File: src/rtl/arcade_input_mapper_pkg.sv
// Shared constants for the arcade input front-end: PS/2 scan codes,
// SOCD mode encoding and the ioctl index that carries DIP bytes.
package m72_pkg;

   typedef enum logic [1:0] {
      SOCD_PASS,
      SOCD_NEUTRAL,
      SOCD_LAST,
      SOCD_RSVD
   } socd_mode_t;

   localparam logic [7:0] PS2_KEY_START1 = 8'h16;
   localparam logic [7:0] PS2_KEY_START2 = 8'h1E;
   localparam logic [7:0] PS2_KEY_COIN1  = 8'h2E;
   localparam logic [7:0] PS2_KEY_COIN2  = 8'h36;
   localparam logic [7:0] PS2_KEY_PAUSE  = 8'h4D;
   localparam logic [7:0] PS2_KEY_UP     = 8'h75;
   localparam logic [7:0] PS2_KEY_DOWN   = 8'h72;
   localparam logic [7:0] PS2_KEY_LEFT   = 8'h6B;
   localparam logic [7:0] PS2_KEY_RIGHT  = 8'h74;
   localparam logic [7:0] PS2_KEY_BTN0   = 8'h14;
   localparam logic [7:0] PS2_KEY_BTN1   = 8'h11;
   localparam logic [7:0] PS2_KEY_BTN2   = 8'h29;
   localparam logic [7:0] PS2_KEY_BTN3   = 8'h12;

   localparam logic [7:0] DIP_IOCTL_INDEX = 8'd254;

endpackage

File: src/rtl/arcade_input_mapper_socd_axis.sv
// One joystick axis of SOCD cleaning. Output is combinational; the
// caller registers it together with the rest of the player outputs.
module socd_axis
   import m72_pkg::*;
(
   input  logic       i_clk_sys,
   input  logic       i_reset,
   input  socd_mode_t i_mode,
   input  logic       i_raw_pos,
   input  logic       i_raw_neg,
   output logic       o_out_pos,
   output logic       o_out_neg
);

   logic r_prev_pos;
   logic r_prev_neg;
   logic r_last_pos;
   logic w_rise_pos;
   logic w_rise_neg;
   logic w_last_pos;

   assign w_rise_pos = i_raw_pos & ~r_prev_pos;
   assign w_rise_neg = i_raw_neg & ~r_prev_neg;

   // Use the updated memory so a direction that rises this cycle wins at once.
   always_comb begin
      w_last_pos = r_last_pos;
      if (w_rise_pos)
         w_last_pos = 1'b1;
      else if (w_rise_neg)
         w_last_pos = 1'b0;
   end

   always_ff @(posedge i_clk_sys) begin
      if (i_reset) begin
         r_prev_pos <= 1'b0;
         r_prev_neg <= 1'b0;
         r_last_pos <= 1'b0;
      end else begin
         r_prev_pos <= i_raw_pos;
         r_prev_neg <= i_raw_neg;
         r_last_pos <= w_last_pos;
      end
   end

   always_comb begin
      o_out_pos = i_raw_pos;
      o_out_neg = i_raw_neg;
      if (i_raw_pos && i_raw_neg) begin
         case (i_mode)
            SOCD_NEUTRAL: begin
               o_out_pos = 1'b0;
               o_out_neg = 1'b0;
            end
            SOCD_LAST: begin
               o_out_pos = w_last_pos;
               o_out_neg = ~w_last_pos;
            end
            default: ;
         endcase
      end
   end

endmodule

File: src/rtl/arcade_input_mapper.sv
// Keyboard/joystick/DIP front-end for N players: merges PS/2 keys with
// hps_io joysticks, cleans SOCD, stretches coin pulses, captures DIP bytes.
module arcade_input_mapper
   import m72_pkg::*;
#(
   parameter int          NUM_PLAYERS     = 2,
   parameter int          NUM_BUTTONS     = 4,
   parameter int          NUM_DIP         = 2,
   parameter int unsigned COIN_MIN_CYCLES = 320000,
   parameter int          KBD_ALL_PLAYERS = 1
) (
   input  logic                               i_clk_sys,
   input  logic                               i_reset,
   input  logic [10:0]                        i_ps2_key,
   input  logic [16*NUM_PLAYERS-1:0]          i_joy_flat,
   input  logic [1:0]                         i_socd_mode,
   input  logic                               i_ioctl_wr,
   input  logic [7:0]                         i_ioctl_index,
   input  logic [24:0]                        i_ioctl_addr,
   input  logic [7:0]                         i_ioctl_dout,
   output logic [4*NUM_PLAYERS-1:0]           o_dir_n,
   output logic [NUM_BUTTONS*NUM_PLAYERS-1:0] o_button_n,
   output logic [NUM_PLAYERS-1:0]             o_start_n,
   output logic [NUM_PLAYERS-1:0]             o_coin_n,
   output logic                               o_pause,
   output logic [8*NUM_DIP-1:0]               o_dip_sw
);

   localparam int CNT_W = $clog2(COIN_MIN_CYCLES + 1);
   localparam logic [CNT_W-1:0] COIN_LOAD = CNT_W'(COIN_MIN_CYCLES - 1);

   socd_mode_t w_mode;
   assign w_mode = socd_mode_t'(i_socd_mode);

   logic       r_old_toggle;
   logic [3:0] r_kbd_dir;
   logic [3:0] r_kbd_btn;
   logic [1:0] r_kbd_start;
   logic [1:0] r_kbd_coin;
   logic       r_kbd_pause;
   logic       w_ps2_evt;

   assign w_ps2_evt = i_ps2_key[10] != r_old_toggle;

   // Resyncing old_toggle under reset swallows any event arriving with it.
   always_ff @(posedge i_clk_sys) begin
      r_old_toggle <= i_ps2_key[10];
      if (i_reset) begin
         r_kbd_dir   <= '0;
         r_kbd_btn   <= '0;
         r_kbd_start <= '0;
         r_kbd_coin  <= '0;
         r_kbd_pause <= 1'b0;
      end else if (w_ps2_evt) begin
         case (i_ps2_key[7:0])
            PS2_KEY_START1: r_kbd_start[0] <= i_ps2_key[9];
            PS2_KEY_START2: r_kbd_start[1] <= i_ps2_key[9];
            PS2_KEY_COIN1:  r_kbd_coin[0]  <= i_ps2_key[9];
            PS2_KEY_COIN2:  r_kbd_coin[1]  <= i_ps2_key[9];
            PS2_KEY_PAUSE:  r_kbd_pause    <= i_ps2_key[9];
            PS2_KEY_UP:     r_kbd_dir[3]   <= i_ps2_key[9];
            PS2_KEY_DOWN:   r_kbd_dir[2]   <= i_ps2_key[9];
            PS2_KEY_LEFT:   r_kbd_dir[1]   <= i_ps2_key[9];
            PS2_KEY_RIGHT:  r_kbd_dir[0]   <= i_ps2_key[9];
            PS2_KEY_BTN0:   r_kbd_btn[0]   <= i_ps2_key[9];
            PS2_KEY_BTN1:   r_kbd_btn[1]   <= i_ps2_key[9];
            PS2_KEY_BTN2:   r_kbd_btn[2]   <= i_ps2_key[9];
            PS2_KEY_BTN3:   r_kbd_btn[3]   <= i_ps2_key[9];
            default: ;
         endcase
      end
   end

   for (genvar p = 0; p < NUM_PLAYERS; p++) begin : g_player
      localparam bit KBD_EN = (KBD_ALL_PLAYERS != 0) || (p == 0);

      logic [15:0]            w_joy;
      logic [3:0]             w_dir_raw;
      logic [3:0]             w_dir;
      logic [NUM_BUTTONS-1:0] w_btn_slot;
      logic                   w_start_raw;
      logic                   w_coin_raw;
      logic                   w_coin_rise;
      logic                   w_coin_on;
      logic                   r_coin_prev;
      logic [CNT_W-1:0]       r_coin_cnt;
      logic [3:0]             r_dir_n;
      logic [NUM_BUTTONS-1:0] r_btn_n;
      logic                   r_start_n;
      logic                   r_coin_n;

      assign w_joy     = i_joy_flat[16*p +: 16];
      assign w_dir_raw = w_joy[3:0] | (KBD_EN ? r_kbd_dir : 4'b0);

      // Button 0 lands in the MSB of the player's slice.
      for (genvar b = 0; b < NUM_BUTTONS; b++) begin : g_btn
         if (KBD_EN && b < 4) begin : g_kbd
            assign w_btn_slot[NUM_BUTTONS-1-b] = w_joy[4+b] | r_kbd_btn[b];
         end else begin : g_joy
            assign w_btn_slot[NUM_BUTTONS-1-b] = w_joy[4+b];
         end
      end

      if (p < 2) begin : g_kstart
         assign w_start_raw = w_joy[8] | r_kbd_start[p];
         assign w_coin_raw  = w_joy[9] | r_kbd_coin[p];
      end else begin : g_jstart
         assign w_start_raw = w_joy[8];
         assign w_coin_raw  = w_joy[9];
      end

      socd_axis u_vert (
         .i_clk_sys (i_clk_sys),
         .i_reset   (i_reset),
         .i_mode    (w_mode),
         .i_raw_pos (w_dir_raw[3]),
         .i_raw_neg (w_dir_raw[2]),
         .o_out_pos (w_dir[3]),
         .o_out_neg (w_dir[2])
      );

      socd_axis u_horz (
         .i_clk_sys (i_clk_sys),
         .i_reset   (i_reset),
         .i_mode    (w_mode),
         .i_raw_pos (w_dir_raw[0]),
         .i_raw_neg (w_dir_raw[1]),
         .o_out_pos (w_dir[0]),
         .o_out_neg (w_dir[1])
      );

      assign w_coin_rise = w_coin_raw & ~r_coin_prev;
      assign w_coin_on   = w_coin_raw | (r_coin_cnt != '0);

      always_ff @(posedge i_clk_sys) begin
         if (i_reset) begin
            r_coin_prev <= 1'b0;
            r_coin_cnt  <= '0;
            r_dir_n     <= '1;
            r_btn_n     <= '1;
            r_start_n   <= 1'b1;
            r_coin_n    <= 1'b1;
         end else begin
            r_coin_prev <= w_coin_raw;
            if (w_coin_rise)
               r_coin_cnt <= COIN_LOAD;
            else if (r_coin_cnt != '0)
               r_coin_cnt <= r_coin_cnt - CNT_W'(1);
            r_dir_n   <= ~w_dir;
            r_btn_n   <= ~w_btn_slot;
            r_start_n <= ~w_start_raw;
            r_coin_n  <= ~w_coin_on;
         end
      end

      assign o_dir_n[4*p +: 4]                     = r_dir_n;
      assign o_button_n[NUM_BUTTONS*p +: NUM_BUTTONS] = r_btn_n;
      assign o_start_n[p]                          = r_start_n;
      assign o_coin_n[p]                           = r_coin_n;
   end

   logic w_joy_pause;
   logic r_pause;

   always_comb begin
      w_joy_pause = 1'b0;
      for (int p = 0; p < NUM_PLAYERS; p++)
         w_joy_pause = w_joy_pause | i_joy_flat[16*p+11];
   end

   always_ff @(posedge i_clk_sys) begin
      if (i_reset)
         r_pause <= 1'b0;
      else
         r_pause <= r_kbd_pause | w_joy_pause;
   end

   assign o_pause = r_pause;

   // DIP bytes deliberately have no reset so settings survive a core reset;
   // FPGA registers come up zero at configuration.
   logic [NUM_DIP-1:0][7:0] r_dip;
   logic                    w_dip_wr;

   assign w_dip_wr = i_ioctl_wr && (i_ioctl_index == DIP_IOCTL_INDEX) &&
                     (i_ioctl_addr[24:3] == '0);

   always_ff @(posedge i_clk_sys) begin
      for (int i = 0; i < NUM_DIP; i++)
         if (w_dip_wr && i_ioctl_addr[2:0] == 3'(i))
            r_dip[i] <= i_ioctl_dout;
   end

   assign o_dip_sw = r_dip;

   logic w_unused;
   assign w_unused = ^{i_ps2_key[8], i_joy_flat, r_kbd_btn, r_kbd_start, r_kbd_coin};

endmodule

File: config.mk
export PLATFORM = sky130hd
export DESIGN_NAME = arcade_input_mapper
export DESIGN_NICKNAME = d
export VERILOG_FILES = /design/src/rtl/arcade_input_mapper_pkg.sv /design/src/rtl/arcade_input_mapper_socd_axis.sv /design/src/rtl/arcade_input_mapper.sv
export SDC_FILE = /design/constraint.sdc
export NUM_CORES = 1
export LEC_CHECK = 0
export CORE_AREA = 2 2 102 104
export CTS_CLUSTER_DIAMETER = 40
export DETAILED_ROUTE_END_ITERATION = 8
export DIE_AREA = 0 0 104 106
export GPL_TIMING_DRIVEN = 0
export PLACE_DENSITY = 0.75
export SYNTH_ARGS = -nofsm -noshare
export SYNTH_HDL_FRONTEND = slang
export SYNTH_SLANG_ARGS = --single-unit
File: constraint.sdc
create_clock -name i_clk_sys -period 6.64 [get_ports i_clk_sys]
set_clock_uncertainty 0.1 [all_clocks]
set_input_delay 0.996 -clock i_clk_sys [delete_from_list [all_inputs] [get_ports i_clk_sys]]
set_output_delay 0.996 -clock i_clk_sys [all_outputs]
set_load 0.01 [all_outputs]
==> summary.txt <==
Hold path
  – Hold crit path type: reg2reg

Pwr
  – LEAKAGE: approximately 0.0021 uW
  – Maximum vdd drop: 153 uV
  – Pwr Density: 218 mW/mm^2

CTS
  – Longest Clk Path Bufs: 2
  – Post-CTS Setup Bufs: 0
  – # resized after CTS: 0
  – H-tree lvl count: 3
  – CTS Root Cell: clkbuf_8
  – TritonCTS buffer count: 9
  – CTS Hold Bufs: 0
  – CTS tree: yes
  – Worst skew pair latency: roughly 0.37 ns
  – Sink Count: 103
  – Clock transition at path regs: 0.11 ns

Worst setup path
  – Reg-to-reg endpoint: g_player[0].r_coin_cnt[1]
  – Crit path to: o_dip_sw[0]
  – Crit path kind: in2reg
  – CP endpoint kind: register
  – R2R Setup Slk: 4.21 ns
  – Setup crit start: i_ioctl_index[0]
  – CP max FO: 8
  – CP Launch Type: input pin
  – Cells on worst reg2reg path: 6
  – Worst endpoint required time: around 6.5 ns
  – R2R Path Start: g_player[0].r_coin_cnt[0]
  – Crit path DAT: ~2.8 ns

Drt
  – Total Wirelength: about 11,000 um
  – Drt wl/cell: about 16 um
  – DR pass1 iterations: 5
  – DR vias: a little over 4,000
  – Vias per inst: 5.57
  – DRT iter0 DRCs: 255
  – Final ANT Viol Nets: 0
  – DRC errors left: 0

Timing
  – Max-slew violations: 0
  – Setup TNS: 0 ns
  – Final-report setup violation count: 0
  – Final hold vios: 0
  – Unrepaired setup endpoints after global routing: false
  – Maximum clock frequency: about 340 MHz
  – Slew @ Worst Pin: between 1 and 1.5 ns
  – Max_slew headroom: 26.7%
  – Minimum clock period: ~2.9 ns
  – Period utilization: a little over two fifths

Placed design
  – PortBufs: 113
  – Post-detailed-placement half-perimeter wirelength: around 8600 um
  – Area after DPL: 0.00567 mm^2
  – Placer Congestion: 0.856

Synth
  – Dominant synthesized flop cell: dfxtp_1
  – Share of synthesized registers carrying an async set or reset: 0%
  – Mapped Cells: 457
  – Post-Syn Area: approximately 0.0044 mm^2
  – Adder-Cell Fraction of Synth Area: under 10%
  – Yosys warnings: 0
  – Syn nets: between 500 and 600
  – Share of the yosys chip area belonging to registers: 50.9%
  – Post-synthesis xor/xnor area fraction: less than 1%
  – Compound-Gate Fraction of Synth Area: 17.4%
  – Largest family of logic cells by synthesized area: simple AND/OR/NAND/NOR gates
  – Post-synth EDFFs: 16
  – Mux cell area share after synthesis: 2.98%
  – Syn avg cell area: ~9.6 um^2
  – Simple-Gate Fraction of Synth Area: 24.1%
  – Synth cell types: 55
  – Synthesis-stage register bit count: a little over 100

Global routing
  – Largest net degree at the start of global routing: 20
  – Antenna violations before repair: 0
  – Total Routing Usage GR: about a fifth
  – Overflow after GRT: 0
  – First-pass GRT wire length: 19,000 um
  – Vias in the first global route: 3,938

Floorplan
  – DIE WIDTH: around 100 um
  – Initial Util: a little over two fifths
  – Cell Rows: 37
  – Die Y: around 110 um
  – I/O pin cnt: between 100 and 150
  – Die area: between 0.01 and 0.015 mm^2
  – Core footprint: between 0.009 and 0.01 mm^2

Cells and area
  – Final nets: approximately 680
  – P&R area growth vs syn: 34.0%
  – Area occupied by multi-input gates: slightly above 0.002 mm^2
  – # fillers: a little under 900
  – Share of layout cells above drive strength 1: under 10%
  – Antenna diode count: 0
  – Finished Cell Area: approximately 0.0059 mm^2
  – Register area: approximately 0.0022 mm^2
  – Most frequent cells in the layout: clkdlybuf4s50_1 (113), dfxtp_1 (87), nor2_1 (44), nand2_1 (34), o21ai_0 (26)
  – Most common cell after layout, fill and taps aside: clkdlybuf4s50_1

Status
  – Status: finished, final reports clean

Run
  – Max cap viols: 0
## power by group
group | internal (uW) | switching [uW] | total [uW]
Sequential | 665 | 26.5 | 691
Clock | 146 | 226 | 372
Combinational | 107 | 106 | 214
## metrics by stage
step,setup WS (ns),hold slack [ns],util [%],instances,power [uW]
6_report,3.73,0.356,58.5,722,1280
5_1_grt,3.61,0.381,58.5,722,1340
4_1_cts,3.69,0.363,58.5,722,1290
3_5_place_dp,3.30,0.347,56.7,706,916
3_3_place_gp,3.34,0.346,56.7,706,910
2_1_floorplan,4.06,0.322,-,457,816
## worst min-delay path by stage
stage | startpoint | endpoint | cells past startpoint
finish | r_kbd_start[0] | g_player[0].r_start_n | 1
global route | r_kbd_start[0] | g_player[0].r_start_n | 1
CTS | r_kbd_start[0] | g_player[0].r_start_n | 1
detailed placement | r_kbd_start[0] | g_player[0].r_start_n | 1
global placement | r_kbd_start[0] | g_player[0].r_start_n | 1
floorplan | r_kbd_start[0] | g_player[0].r_start_n | 1
## layer usage
layer | part of all wire (%) | wire length [um] | vias up | track usage (%)
met5 | 0 | 0 | - | 0
met4 | 0.92 | 104 | 0 | 3.96
met3 | 8.3 | 940 | 13 | 6.25
met2 | 48 | 5440 | 161 | 36.8
met1 | 43 | 4800 | 1878 | 26.2
li1 | - | - | 1969 | -
## area by class of cell
type,instances,share of cell area (%)
tap,136,2.91
inverter,10,0.641
clock buffer,10,2.18
timing repair buffer,113,19.3
buffer,20,1.56
multi-input combinational,324,34.5
sequential,103,38.0
clock inverter,6,0.983
## sequential cells by signal, summed over array words and instances, names as in the netlist, 4 cells and up
register / flops
g_player.r_dir_n: 8
g_player.r_btn_n: 8
r_kbd_dir: 4
g_player.r_coin_cnt: 38
o_dip_sw: 16
r_kbd_btn: 4
## logic make-up after synthesis
group,count (synthesis)
and+or+nand+nor,194
AOI/OAI and AO/OA,111
DFF,103
buffers and inverters,30
muxes,13
adders and majority gates,5
xor gates and xnor gates,1
## worst max-delay path, cell delays in order
cell and delay [ns]:
clkdlybuf4s50_1 0.43, nor4_1 0.28, nand4_1 0.12, nor4_1 0.38
nor2b_1 0.60
## Yosys cell counts, drive strengths merged (4+ instances only)
cell type  instances  area (um^2)
dfxtp             87         1740
nor2              44          165
nand2             34          128
o21ai             26          130
a31oi             17          106
nor4              17          113
edfxtp            16          480
or3               15         93.8
nand3             14         70.1
a21oi             13         65.1
clkbuf            13         48.8
mux2i             13          130
nor3              13         65.1
o31ai             11         82.6
inv               10         37.5
nand4              9         56.3
buf                7         42.5
nor2b              7         43.8
o41ai              7         61.3
a211o              6         52.6
nand2b             6         37.5
o21bai             6         45.0
or4                6         48.8
ha                 5         62.6
a211oi             4         30.0
a21o               4         30.0
a2bb2oi            4         35.0
nand3b             4         30.0
nor4b              4         35.0
or2                4         25.0
No activity file was read; power rests on OpenSTA's default activity.
